`src/rtl/abc_sel.sv`:
```
// Min/max selector across N converter channels.
// Runs one conversion, scans the samples, then hands the result off over rfd/dav_.
module abc_sel #(
  parameter int W = 8,
  parameter int N = 3
) (
  input  logic           clock,
  input  logic           reset,
  output logic           soc,
  input  logic [N-1:0]   eoc,
  input  logic [N*W-1:0] x,
  input  logic [N-1:0]   ch_en,
  input  logic           mode,
  input  logic           rfd,
  output logic           dav_,
  output logic [W-1:0]   out,
  output logic [2:0]     idx
);

  typedef enum logic [2:0] {
    START,
    WAIT,
    SCAN,
    RDY,
    ACK
  } state_t;

  state_t         state;
  state_t         state_d;
  logic [N-1:0]   en_q;
  logic           mode_q;
  logic [W-1:0]   xs_q [N];
  logic [W-1:0]   acc;
  logic [2:0]     aidx;
  logic [2:0]     cnt;
  logic           found;
  logic [W-1:0]   smp;
  logic           smp_en;
  logic           better;
  logic           take;
  logic           last;

  always_comb begin
    smp    = '0;
    smp_en = 1'b0;
    for (int i = 0; i < N; i++) begin
      if (cnt == 3'(i)) begin
        smp    = xs_q[i];
        smp_en = en_q[i];
      end
    end
    better = mode_q ? (smp > acc) : (smp < acc);
    take   = smp_en && (!found || better);
    last   = (cnt == 3'(N - 1));
  end

  always_comb begin
    state_d = state;
    unique case (state)
      START: if (|en_q && ((eoc & en_q) == '0)) state_d = WAIT;
      WAIT:  if ((eoc & en_q) == en_q) state_d = SCAN;
      SCAN:  if (last) state_d = RDY;
      RDY:   if (rfd) state_d = ACK;
      ACK:   if (!rfd) state_d = START;
      default: state_d = START;
    endcase
  end

  always_ff @(posedge clock or posedge reset) begin
    if (reset) state <= START;
    else       state <= state_d;
  end

  always_ff @(posedge clock or posedge reset) begin
    if (reset) begin
      soc    <= 1'b0;
      dav_   <= 1'b1;
      out    <= '0;
      idx    <= '0;
      found  <= 1'b0;
      cnt    <= '0;
      acc    <= '0;
      aidx   <= '0;
      en_q   <= '0;
      mode_q <= 1'b0;
      for (int i = 0; i < N; i++) xs_q[i] <= '0;
    end else begin
      soc <= (state_d == START);
      unique case (state)
        START: begin
          en_q   <= ch_en;
          mode_q <= mode;
        end
        WAIT: begin
          if (state_d == SCAN) begin
            for (int i = 0; i < N; i++) xs_q[i] <= x[i*W +: W];
            cnt   <= '0;
            found <= 1'b0;
          end
        end
        SCAN: begin
          if (take) begin
            acc   <= smp;
            aidx  <= cnt;
            found <= 1'b1;
          end
          cnt <= cnt + 3'd1;
        end
        RDY: begin
          if (rfd) begin
            out  <= acc;
            idx  <= aidx;
            dav_ <= 1'b0;
          end
        end
        ACK: begin
          if (!rfd) dav_ <= 1'b1;
        end
        default: ;
      endcase
    end
  end

endmodule

```
`config.mk`:
```
export PLATFORM = sky130hd
export DESIGN_NAME = abc_sel
export DESIGN_NICKNAME = d
export VERILOG_FILES = /design/src/rtl/abc_sel.sv
export SDC_FILE = /design/constraint.sdc
export NUM_CORES = 1
export LEC_CHECK = 0
export CORE_MARGIN = 8
export CORE_UTILIZATION = 40
export DETAILED_ROUTE_END_ITERATION = 16
export GPL_TIMING_DRIVEN = 0
export PLACE_DENSITY = 0.75
export SYNTH_ARGS = -nofsm -noshare
export SYNTH_HDL_FRONTEND = slang
export SYNTH_SLANG_ARGS = --single-unit
```
`constraint.sdc`:
```
create_clock -name clock -period 7.03 [get_ports clock]
set_input_delay 1.406 -clock clock [delete_from_list [all_inputs] [get_ports clock]]
set_output_delay 1.406 -clock clock [all_outputs]
set_load 0.03 [all_outputs]
```
=== Yosys cells after proc, flatten, opt, wreduce, memory -nomap -nowiden ===
Cells that the tools add are included.
Widths: inputs -> output; s select.

* Add/sub/neg operators: 1
* Order comparisons: 2
* Eq/ne operators: 12
* Muxes and demuxes: 21
* Bitwise gates (word level): 1
* Reduce and logical (&&, ||, !) cells: 17

{| class="wikitable"
|+ Operator list
! kind !! count
|-
| $mux 8 || 3
|-
| $mux 3 || 6
|-
| $pmux 3 s5 || 1
|-
| $eq 3x2->1 const B || 4
|-
| $logic_not 3->1 || 4
|-
| $gt 8x8->1 || 1
|-
| $lt 8x8->1 || 1
|-
| $mux 1 || 8
|-
| $ne 2x2->1 const B || 4
|-
| $reduce_and 2->1 || 4
|-
| $eq 3x1->1 const B || 2
|-
| $pmux 3 s2 || 1
|-
| $reduce_and 3->1 || 2
|-
| $pmux 1 s2 || 2
|-
| $reduce_bool 2->1 || 2
|-
| $add 3x1->3 const B || 1
|-
| $and 3x3->3 || 1
|-
| $eq 3x3->1 || 1
|-
| $eq 3x3->1 const B || 1
|-
| $reduce_or 3->1 || 1
|-
| $logic_and 1x1->1 || 2
|-
| $logic_not 1->1 || 1
|-
| $logic_or 1x1->1 || 1
|}

* Bits in registers: 59
* Input bits: 34
* Output and inout bits: 13
* Word-level logic and storage cells: 68

=== Depth between registers and ports, before layout ===
Gate-level depths: netlist of run 1.

* Depth after elaboration: 10
* Mapped depth: 15
* Depth with buffers taken out: 13

=== Worst setup path after synthesis of run 1 ===
No wires, ideal clock.

* Kind: reg2reg
* From: register cnt[0]
* To: register acc[1]
* Setup time: 0.125 ns
* Arrival: 2.959 ns
* Required time: 6.905 ns
* Slack: 3.946 ns
* Cell stages (with the launch flop): 16
* Path buffers: 3
* Clock period less this slack: 3.084 ns
* Cell sequence: dfrtp_1 > inv_1 > ha_1 > nand2b_1 > buf_2 > clkbuf_1 > nor2_1 > a21oi_1 > ha_1 > nor2b_4 > o211ai_2 > a21oi_1 > or3_1 > and3_4 > buf_12 > mux2_4

* Cells in the longest elaborated chain, start to end: 9
* Elaborated cells on any way between the ends: 15
* Those cells by class: order compare (2); eq/ne (2); mux (7); reduce/logical (4)

{| class="wikitable"
|+ RTL lines
! element !! line !! text
|-
| from (decl) || 35 || <nowiki>logic [2:0] cnt;</nowiki>
|-
| from (signal assigned) || 107 || <nowiki>cnt <= cnt + 3'd1;</nowiki>
|-
| $logic_not 3->1 || 47 || <nowiki>if (cnt == 3'(i)) begin</nowiki>
|-
| $mux 8 (2 in a row) || 47 ||
|-
| $mux 8 * || 47 ||
|-
| net smp[1] || 37 || <nowiki>logic [W-1:0] smp;</nowiki>
|-
| $lt 8x8->1 / $gt 8x8->1 (equally long branches) || 52 || <nowiki>better = mode_q ? (smp > acc) : (smp < acc);</nowiki>
|-
| $mux 1 || 52 ||
|-
| $logic_or 1x1->1 || 53 || <nowiki>take = smp_en && (!found || better);</nowiki>
|-
| $logic_and 1x1->1 || 53 ||
|-
| $reduce_and 2->1 (no source line) || n/a ||
|-
| to (signal assigned) || 103 || <nowiki>acc <= smp;</nowiki>
|-
| to (decl) || 33 || <nowiki>logic [W-1:0] acc;</nowiki>
|}

The timed path passes the listed nets; every way through them passes the cells marked *.
A chain may end at the register's enable or synchronous reset.

=== Worst setup path in the final report of run 1 ===
* From: register cnt[0]
* To: register acc[4]

* Cells in the longest elaborated chain, start to end: 9
* Elaborated cells on any way between the ends: 15
* Those cells by class: order compare (2); eq/ne (2); mux (7); reduce/logical (4)

{| class="wikitable"
|+ RTL lines
! element !! line
|-
| $logic_not 3->1 || 47
|-
| $mux 8 (2 in a row) || 47
|-
| $mux 8 * || 47
|-
| net smp[1] || 37
|-
| $lt 8x8->1 / $gt 8x8->1 (equally long branches) || 52
|-
| $mux 1 * || 52
|-
| $logic_or 1x1->1 * || 53
|-
| $logic_and 1x1->1 * || 53
|-
| $reduce_and 2->1 (no source line) * || n/a
|}

Marked as above.

==> impl_metrics.yaml, run 1 <==
routing:
  wirelength_mm: 5.948
  drtIter0Drc: 82
  antenna_left: 0
  drtPass1Iterations: 4
  drc_errors: 0
  vias: 1943
  vias_per_cell: 4.845
  avgRoutedWirePerCell_um: 14.83
cts:
  cts.clk_slew.worst_paths_ns: 0.07
  htree_levels: 3
  clk_path_buf_depth: 2
  cts.sinks: 59
  cts_buffers: 9
  cts_hold_buf: 0
  post-cts-setup-buffers: 0
  clk_latency_ns: 0.35
  cts_tree: "yes"
  cts-root-buf: "clkbuf_8"
  cts-resized-gates: 0
worst_setup_path:
  endpoint_kind: "register"
  cp_slowest_cell: "dfrtp_1"
  critPathArrivalTime_ns: 3.77
  critical_path_class: "reg2reg"
  cp-start-kind: "register"
  max_stage_delay_ns: 0.45
  path_cells: "inv_1 -> ha_1 -> nand2b_1 -> buf_2 -> clkbuf_1 -> nor2_1 -> a21oi_1 -> ha_1 -> nor2b_4 -> o211ai_2 -> a21oi_1 -> or3_1 -> and3_4 -> buf_12 -> mux2_4"
  worstPathRequired_ns: 7.26
  crit_path_max_fanout: 10
synthesis:
  yosys_warnings: 0
  synth.largest_area_cell: "dfrtp_1"
  yosysSeqAreaShare_pct: 51.21
  yosys.cell_types.count: 36
  synth_top_area_share_pct: 50.30
  postSynthAreaPerCell_um2: 12.07
  async_flop_share_pct: 100.0
  synthCells: 239
  synth_area_leaders: "dfrtp_1 (50%), mux2_4 (13%), ha_1 (5.2%)"
  syn-num-nets: 285
  syn-cell-area_um2: 2885
  ys_ff_latch: 59
  synth_edf_count: 0
  synth-main-ff-cell: "dfrtp_1"
layout:
  multiInputGateArea_um2: 1281
  regArea_um2: 1478
  final_util_pct: 52.07
  final_common_cell: "dfrtp_1"
  fillers: 629
  area_growth_pct: 28.79
  drive_gt1_share_pct: 22.19
  diodes: 0
  final_cell_mix: "dfrtp_1 (58), clkdlybuf4s50_1 (46), mux2_4 (25)"
  nets: 343
sta:
  setup_violations: 0
  slew_headroom_pct: 51.26
  fin_crit_sh_pct: 50.31
  slew_viol_final: 0
  max_freq_mhz: 282.7
  skew_ns: 0.006485
  fin_tns_setup_ns: 0
  hold_viol_final: 0
  worst_pin_slew_ns: 0.7255
  min_period_ns: 3.537
  grt_setup_unrepaired: "no"
status:
  status: "completed"
placed_design:
  place_hpwl_mm: 4.424
  portBuffers: 46
  place_congestion: 0.7710
grt:
  grt_pass1_wl_mm: 10.01
  grtUsageTotal_pct: 12.78
  grt_max_degree: 38
  grt_pass1_vias: 2101
  grt-ovfl-total: 0
  antenna_found_initial: 0
pwr:
  p_leak_uw: 0.001709
  ir_worst_vdd_mv: 0.2012
  power.density_nw_per_um2: 491.8
run:
  drv_cap: 0
floorplanning:
  start_util_pct: 40.43
  rows: 31
  pin_count: 47
  dieWidth_um: 100.9
  core_area_um2: 7137
  die-area_um2: 10190
  die_y_um: 100.9
min_path:
  hold_class: "reg2reg"
-- flip-flops by register name, summed over array words and instances, names as in the netlist, 3 cells and up --
register  flops
state         3
idx           3
aidx          3
cnt           3
xs_q         24
acc           8
out           8
en_q          3
-- final timing paths --
| path | start | end | slack, ns | depth (start not counted) |
|---|---|---|---|---|
| setup / recovery | cnt[0]$_DFFE_PP0P_ | acc[4]$_DFFE_PP0P_ | 3.49 | 15 |
| hold / removal | out[6]$_DFFE_PP0P_ | out[6]$_DFFE_PP0P_ | 0.49 | 2 |
| setup reg to reg | cnt[0]$_DFFE_PP0P_ | acc[4]$_DFFE_PP0P_ | 3.49 | 15 |
| hold reg to reg | out[6]$_DFFE_PP0P_ | out[6]$_DFFE_PP0P_ | 0.49 | 2 |
| max in group asynchronous | reset | dav_$_DFFE_PP1P_ | 5.01 | 3 |
| min in group asynchronous | reset | idx[0]$_DFFE_PP0P_ | 1.41 | 2 |
-- cell families after synthesis --
logic type | count (synthesis) | synth area share, %
DFF | 59 | 51.21
and+or+nand+nor | 57 | 9.584
AOI/OAI and AO/OA | 48 | 10.84
muxes | 40 | 18.78
buffers and inverters | 23 | 4.379
adders and majority gates | 12 | 5.204
-- cells in the mapped netlist, types with 2 or more instances --
master / number
dfrtp_1: 58
mux2_4: 25
nand2_1: 21
o21ai_0: 19
nor2_1: 16
inv_1: 14
mux2_2: 13
ha_1: 12
a21oi_1: 11
a22oi_1: 10
nand3_1: 5
clkbuf_1: 4
buf_6: 3
mux2i_1: 2
nand2b_1: 2
nand4_1: 2
nor2b_1: 2
nor3_1: 2
-- routing by layer --
metal  global-route usage (%)  vias to the layer above  share of wire [%]
li1                         -                      956                  -
met1                    15.39                      933                 46
met2                    19.31                       44                 46
met3                    4.627                       10                5.8
met4                    7.216                        0                2.4
met5                        0                        -                  0
-- stage by stage --
stage	setup WS (ns)	power, µW	cells	cell area [µm²]	hold slack, ns
2_1_floorplan	3.946	1240	239	2885	0.4604
3_3_place_gp	3.183	1428	384	3470	0.4644
3_5_place_dp	3.533	1478	385	3490	0.4742
4_1_cts	3.511	1842	401	3716	0.4883
5_1_grt	3.210	1955	401	3716	0.5236
6_report	3.493	1828	401	3716	0.4858
-- critical path, delay by kind of cell, from the launching register on --
| kind | cells | cell delay [ns] |
|---|---|---|
| multiplexers | 1 | 0.30 |
| adder cells (fa/ha/maj) | 2 | 0.58 |
| AND/OR/NAND/NOR | 5 | 0.86 |
| buffers and inverters | 4 | 0.78 |
| flip-flops | 1 | 0.45 |
| AO/OA/AOI/OAI | 3 | 0.47 |
-- where the power goes --
part | total, µW | switching (µW) | internal, µW | leakage, µW
logic | 873 | 431 | 442 | 0.000858
clock network | 355 | 138 | 217 | 0.000119
registers | 600 | 102 | 498 | 0.000732
total | 1830 | 671 | 1160 | 0.00171
-- area by class of cell --
class	count	area share [%]
buffer	9	1.987
timing repair buffer	47	12.93
tap	99	3.333
clock inverter	5	2.020
multi-input combinational	157	34.48
inverter	14	1.414
clock buffer	11	4.074
sequential	59	39.76
No activity file was read; power rests on OpenSTA's default activity.
==> inputs of run 2 (changes only) <==
Clock period 7.03 ns to 3.4 ns, I/O delays scaled along.
==> run 2 against run 1 <==
First-iteration DRC count shrank 26%. Wire length grew 0.42%. Clock skew shrank 0.0011 ns. Clock-buffer cell count is the same. Highest routed layer unchanged.
==> impl_metrics.yaml, run 2 (same netlist as run 1, synthesis figures left out) <==
layout:
  stdcell_count: 402
  final_util_pct: 52.61
  drive_gt1_share_pct: 24.42
  top_regs: "xs_q (24), acc (8), out (8)"
  fillers: 623
  diodes: 0
  largest_register: "xs_q"
  nets: 344
  final_common_cell: "dfrtp_1"
  area_growth_pct: 30.14
  final_cell_mix: "dfrtp_1 (58), clkdlybuf4s50_1 (46), mux2_4 (25)"
  largest_register_ff_count: 24
cts:
  cts_tree: "yes"
  cts.sinks: 59
  clk_latency_ns: 0.34
  cts_buffers: 9
  cts_hold_buf: 0
  htree_levels: 3
  cts-root-buf: "clkbuf_8"
  clk_path_buf_depth: 2
  cts.clk_slew.worst_paths_ns: 0.07
sta:
  setup_ws_ns: 0.1065
  whs_ns: 0.4858
  slew_viol_final: 0
  max_freq_mhz: 303.6
  setup_violations: 0
  min_period_ns: 3.293
  skew_ns: 0.005363
  fin_crit_sh_pct: 96.87
  hold_viol_final: 0
  slew_headroom_pct: 51.73
  worst_pin_slew_ns: 0.7185
min_path:
  hold_class: "reg2reg"
run:
  drv_cap: 0
floorplanning:
  core_area_um2: 7137
  pin_count: 47
  rows: 31
  die_y_um: 100.9
  die-area_um2: 10190
  dieWidth_um: 100.9
  start_util_pct: 40.43
worst_setup_path:
  crit_path_max_fanout: 10
  worstPathRequired_ns: 3.63
  cp-start-kind: "register"
  max_stage_delay_ns: 0.44
  crit_path_frequent_cell: "a21oi_1"
  path_cells: "inv_1 -> ha_2 -> nor2b_1 -> clkbuf_4 -> a22oi_1 -> a21oi_1 -> ha_1 -> a21oi_1 -> a21oi_1 -> or3_1 -> and3_4 -> buf_12 -> mux2_4"
  critPathArrivalTime_ns: 3.53
  endpoint_kind: "register"
  cp_slowest_cell: "dfrtp_1"
  critical_path_class: "reg2reg"
placed_design:
  place_ws_ns: -0.09745
  portBuffers: 46
  place_inst: 385
  place_congestion: 0.7710
  place_hpwl_mm: 4.424
grt:
  grt_pass1_wl_mm: 9.970
  grt_pass1_vias: 2088
  grt-ovfl-total: 0
  antenna_found_initial: 0
  grtUsageTotal_pct: 12.74
  grt_max_degree: 38
routing:
  wirelength_mm: 5.973
  avgRoutedWirePerCell_um: 14.86
  antenna_left: 0
  vias: 1953
  drtIter0Drc: 61
  drtPass1Iterations: 4
  vias_per_cell: 4.858
  drc_errors: 0
pwr:
  power_frac_clock_pct: 19.1
  power.density_nw_per_um2: 1022
  sequentialPowerShare_pct: 32.5
  ir_worst_vdd_mv: 0.4192
  internal_power_uw: 2436
  power_uw: 3837
  p_comb_share_pct: 48.5
  switching_share_pct: 36.52
  p_leak_uw: 0.001723
  power.net_switching_uw: 1401
status:
  status: "completed"
==> run 2: timing repair <==
item,in CTS,in global routing
buffers inserted,0,2
pin swaps,0,1
setup endpoints to repair,8,10
resized for setup,2,7
==> run 2: cell type report <==
cell class,instances,area [µm²],share of cell area (%)
Buffer,8,76.32,2.033
Tap cell,99,123.9,3.299
Multi-Input combinational cell,157,1303,34.69
Sequential cell,59,1478,39.35
Clock inverter,5,75.07,1.999
Inverter,14,52.55,1.400
Timing Repair Buffer,49,495.5,13.20
Clock buffer,11,151.4,4.032
==> run 2: final timing paths <==
| kind | start | end | slack (ns) | cells past startpoint |
|---|---|---|---|---|
| min in group asynchronous | reset | idx[0]$_DFFE_PP0P_ | 0.68 | 2 |
| max in group asynchronous | reset | dav_$_DFFE_PP1P_ | 2.10 | 3 |
| hold / removal | out[6]$_DFFE_PP0P_ | out[6]$_DFFE_PP0P_ | 0.49 | 2 |
| setup / recovery | cnt[1]$_DFFE_PP0P_ | acc[4]$_DFFE_PP0P_ | 0.11 | 13 |
| hold reg to reg | out[6]$_DFFE_PP0P_ | out[6]$_DFFE_PP0P_ | 0.49 | 2 |
| setup reg to reg | cnt[1]$_DFFE_PP0P_ | acc[4]$_DFFE_PP0P_ | 0.11 | 13 |
==> run 2: power groups by stage <==
stage                     clock (µW)  combinational (µW)  sequential [µW]
final                            731                1860             1250
after global routing             781                2030             1290
after CTS                        743                1830             1240
after detailed placement           0                1810             1250
after global placement             0                1720             1230
after floorplan                    0                1250             1310
==> run 2: worst max-delay path: cells and delay by family, from the launching register on <==
kind	cells	cell delay [ns]
buf+inv	3	0.47
compound gates	4	0.66
fa+ha+maj	2	0.56
flops	1	0.44
simple gates	3	0.75
mux	1	0.30
==> run 2: stage by stage <==
stage	instance area, µm²	setup TNS (ns)
after floorplan	2885	0
after global placement	3470	0
after detailed placement	3490	-0.7461
after CTS	3720	0
after global routing	3755	-0.07695
final	3755	0
==> run 2: routing by layer <==
metal | global-route usage [%] | routed length (µm) | vias to the layer above
li1 | - | - | 956
met1 | 15.39 | 2701 | 951
met2 | 19.21 | 2823 | 39
met3 | 4.558 | 331 | 7
met4 | 7.216 | 116 | 0
met5 | 0 | 0 | -
==> inputs of run 3 (changes only) <==
Settings changed: ABC_AREA from default to 0.
==> results of run 3 <==
Final layout, timing and power as in run 2 (identical DEF).
==> edit, RTL diff (flow settings as in run 2) <==
The 5 states of `state_t` get a one-hot encoding in 5 bits.
--- a/src/rtl/abc_sel.sv
+++ b/src/rtl/abc_sel.sv
@@ -17,12 +17,12 @@
   output logic [2:0]     idx
 );
 
-  typedef enum logic [2:0] {
-    START,
-    WAIT,
-    SCAN,
-    RDY,
-    ACK
+  typedef enum logic [4:0] {
+    START = 5'b00001,
+    WAIT  = 5'b00010,
+    SCAN  = 5'b00100,
+    RDY   = 5'b01000,
+    ACK   = 5'b10000
   } state_t;
 
   state_t         state;
Function: same outputs for any inputs over 10 cycles, from zero or initial values and one cycle with reset high; not proved beyond that.
==> edit against run 2 <==
  * Power decreased by 20%
  * Worst setup slack better by 0.020 ns
  * First-iteration DRC count is 23% lower
  * Combinational power decreased by 37%
  * Final cell count rose by 1.2%
  * Via count increased by 4.5%
  * Count of clock-buffer cells in the layout is 1 lower
  * Final area is 0.97% higher
  * Sequential cell count up 2
  * Sequential power decreased by 10%
  * Fmax up 0.61%
  * Routed wire length is 2.0% higher
  * Area after synthesis is 1.3% higher
  * Largest power group unchanged
==> edit: results (changes against run 2) <==
run_status:
  status: "completed"
placed_design:
  numPortBuffers: 46  # unchanged
  place_hpwl_um: 4550  # +2.7%
  place_ws_ns: -0.0166  # +0.0808 ns
  placed_area_um2: 3530  # +1.1%
  dp.cells: 390  # +1.3%
  place_congestion: 0.797  # +3.4%
layout:
  fin_area_um2: 3790  # +0.97%
  drive_gt1_share_pct: 25.3  # +0.90 points
  reg_top3: "xs_q x24, acc x8, out x8"
  nets: 349  # +1.5%
  fillers: 621  # -0.32%
logic_synthesis:
  synth_compound_area_share_pct: 12.1  # +1.3 points
  syn_avg_cell_area_um2: 12.0  # -0.77%
  synth_mux_area_share_pct: 17.1  # -1.7 points
  synth.distinct_cells: 43  # +19%
  yosysSeqAreaShare_pct: 52.3  # +1.1 points
  ys_warn_count: 0  # unchanged
  ys_top_cells_by_count: "dfrtp_1, mux2_2, nand2_1, o21ai_0, inv_1"
  synthAdderAreaFrac_pct: 5.14  # -0.067 points
  synth_xor_area_share_pct: 0.599  # +0.60 points
  synthArstFlopShare_pct: 100  # unchanged
  yosys-top-cells-area: "dfrtp_1, mux2_2, ha_1, mux2_4, o21ai_0"
  synth_fp_nets: 290  # +1.8%
worst_setup_path:
  cpPeakStageDelay_ns: 0.47  # +0.03 ns
  crit_path_top_delay_cell: "dfrtp_1"
  cp_top_family: "compound AO/OA/AOI/OAI gates"
  critical_path_arrival_ns: 3.50  # -0.03 ns
min_path:
  hold_path.class: "reg2reg"
global_route:
  grt_pass1_vias: 2186  # +4.7%
  grt_max_degree: 34  # -11%
  grt_pass1_wl_um: 10500  # +5.5%
  grt_use_total_pct: 13.0  # +0.26 points
  antenna_found_initial: 0  # unchanged
power:
  pwr-share-seq_pct: 36.6  # +4.1 points
  powerDensity_nw_per_um2: 810  # -21%
  p_clk_mw: 0.783  # +7.1%
  cellLeakagePower_nw: 1.68  # -2.5%
  p_sw_mw: 1.06  # -24%
  ir_drop_v: 0.000478  # +14%
clocking:
  cts-root-buf: "clkbuf_8"
  cts_buffer_depth: 2  # unchanged
  clkLatencyLatePin_ns: 0.34  # about the same
  htreeDepth: 3  # unchanged
sta:
  slew_headroom_pct: 57.7  # +6.0 points
  fin_skew_ns: 0.00665  # +0.00129 ns
drt:
  vias_per_cell: 5.01  # +3.2%
  first_pass_iters: 4  # unchanged
  num_vias: 2040  # +4.5%
  postRouteWirelength_um: 6090  # +2.0%
  drt_iter0_drc: 47  # -23%
-- edit: changes by cell type after synthesis, moves of 2 or more --
cell / change
buf_4: +2
mux2_2: +19
mux2_4: -17
nand2_1: -3
nand3_1: -2
nor2_1: -4
nor2b_1: +3
-- edit: repair_timing --
action | in CTS | in global routing
endpoints found under the setup margin | 8 | 8
gates resized for setup | 3 | 3
gates cloned | 0 | 0
buffers inserted | 0 | 1
-- edit: final cells by class --
cell class / instances / share of cell area (%)
buffer: 9 / 1.58
clock buffer: 10 / 3.37
clock inverter: 6 / 2.94
inverter: 14 / 1.39
multi-input combinational: 160 / 34.3
sequential: 61 / 40.3
tap: 99 / 3.27
timing repair buffer: 48 / 12.9
-- edit: routing by layer --
| metal | global-route usage [%] | part of all wire [%] | vias to the layer above |
|---|---|---|---|
| met5 | 0 | 0 | - |
| met4 | 5.84 | 1.9 | 0 |
| met3 | 3.64 | 4.9 | 13 |
| met2 | 20.0 | 47 | 42 |
| met1 | 16.6 | 47 | 1003 |
| li1 | - | - | 982 |
-- edit: cells by family (layout without fill, tap and decap cells) --
logic type	count (synthesis)	count (layout)
XOR/XNOR	2	2
AND/OR/NAND/NOR	51	51
multiplexers	42	42
AO/OA/AOI/OAI	53	53
buffers and inverters	23	87
adder cells (fa/ha/maj)	12	12
flip-flops	61	61
-- edit: worst paths after layout --
check / from / end / slack, ns / depth (start not counted)
max: cnt[0] / acc[5] / 0.13 / 13
min: dav_ / dav_ / 0.48 / 2
max reg2reg: cnt[0] / acc[5] / 0.13 / 13
min reg2reg: dav_ / dav_ / 0.48 / 2
max in group asynchronous: reset / acc[5] / 2.06 / 3
min in group asynchronous: reset / xs_q[9] / 0.74 / 2
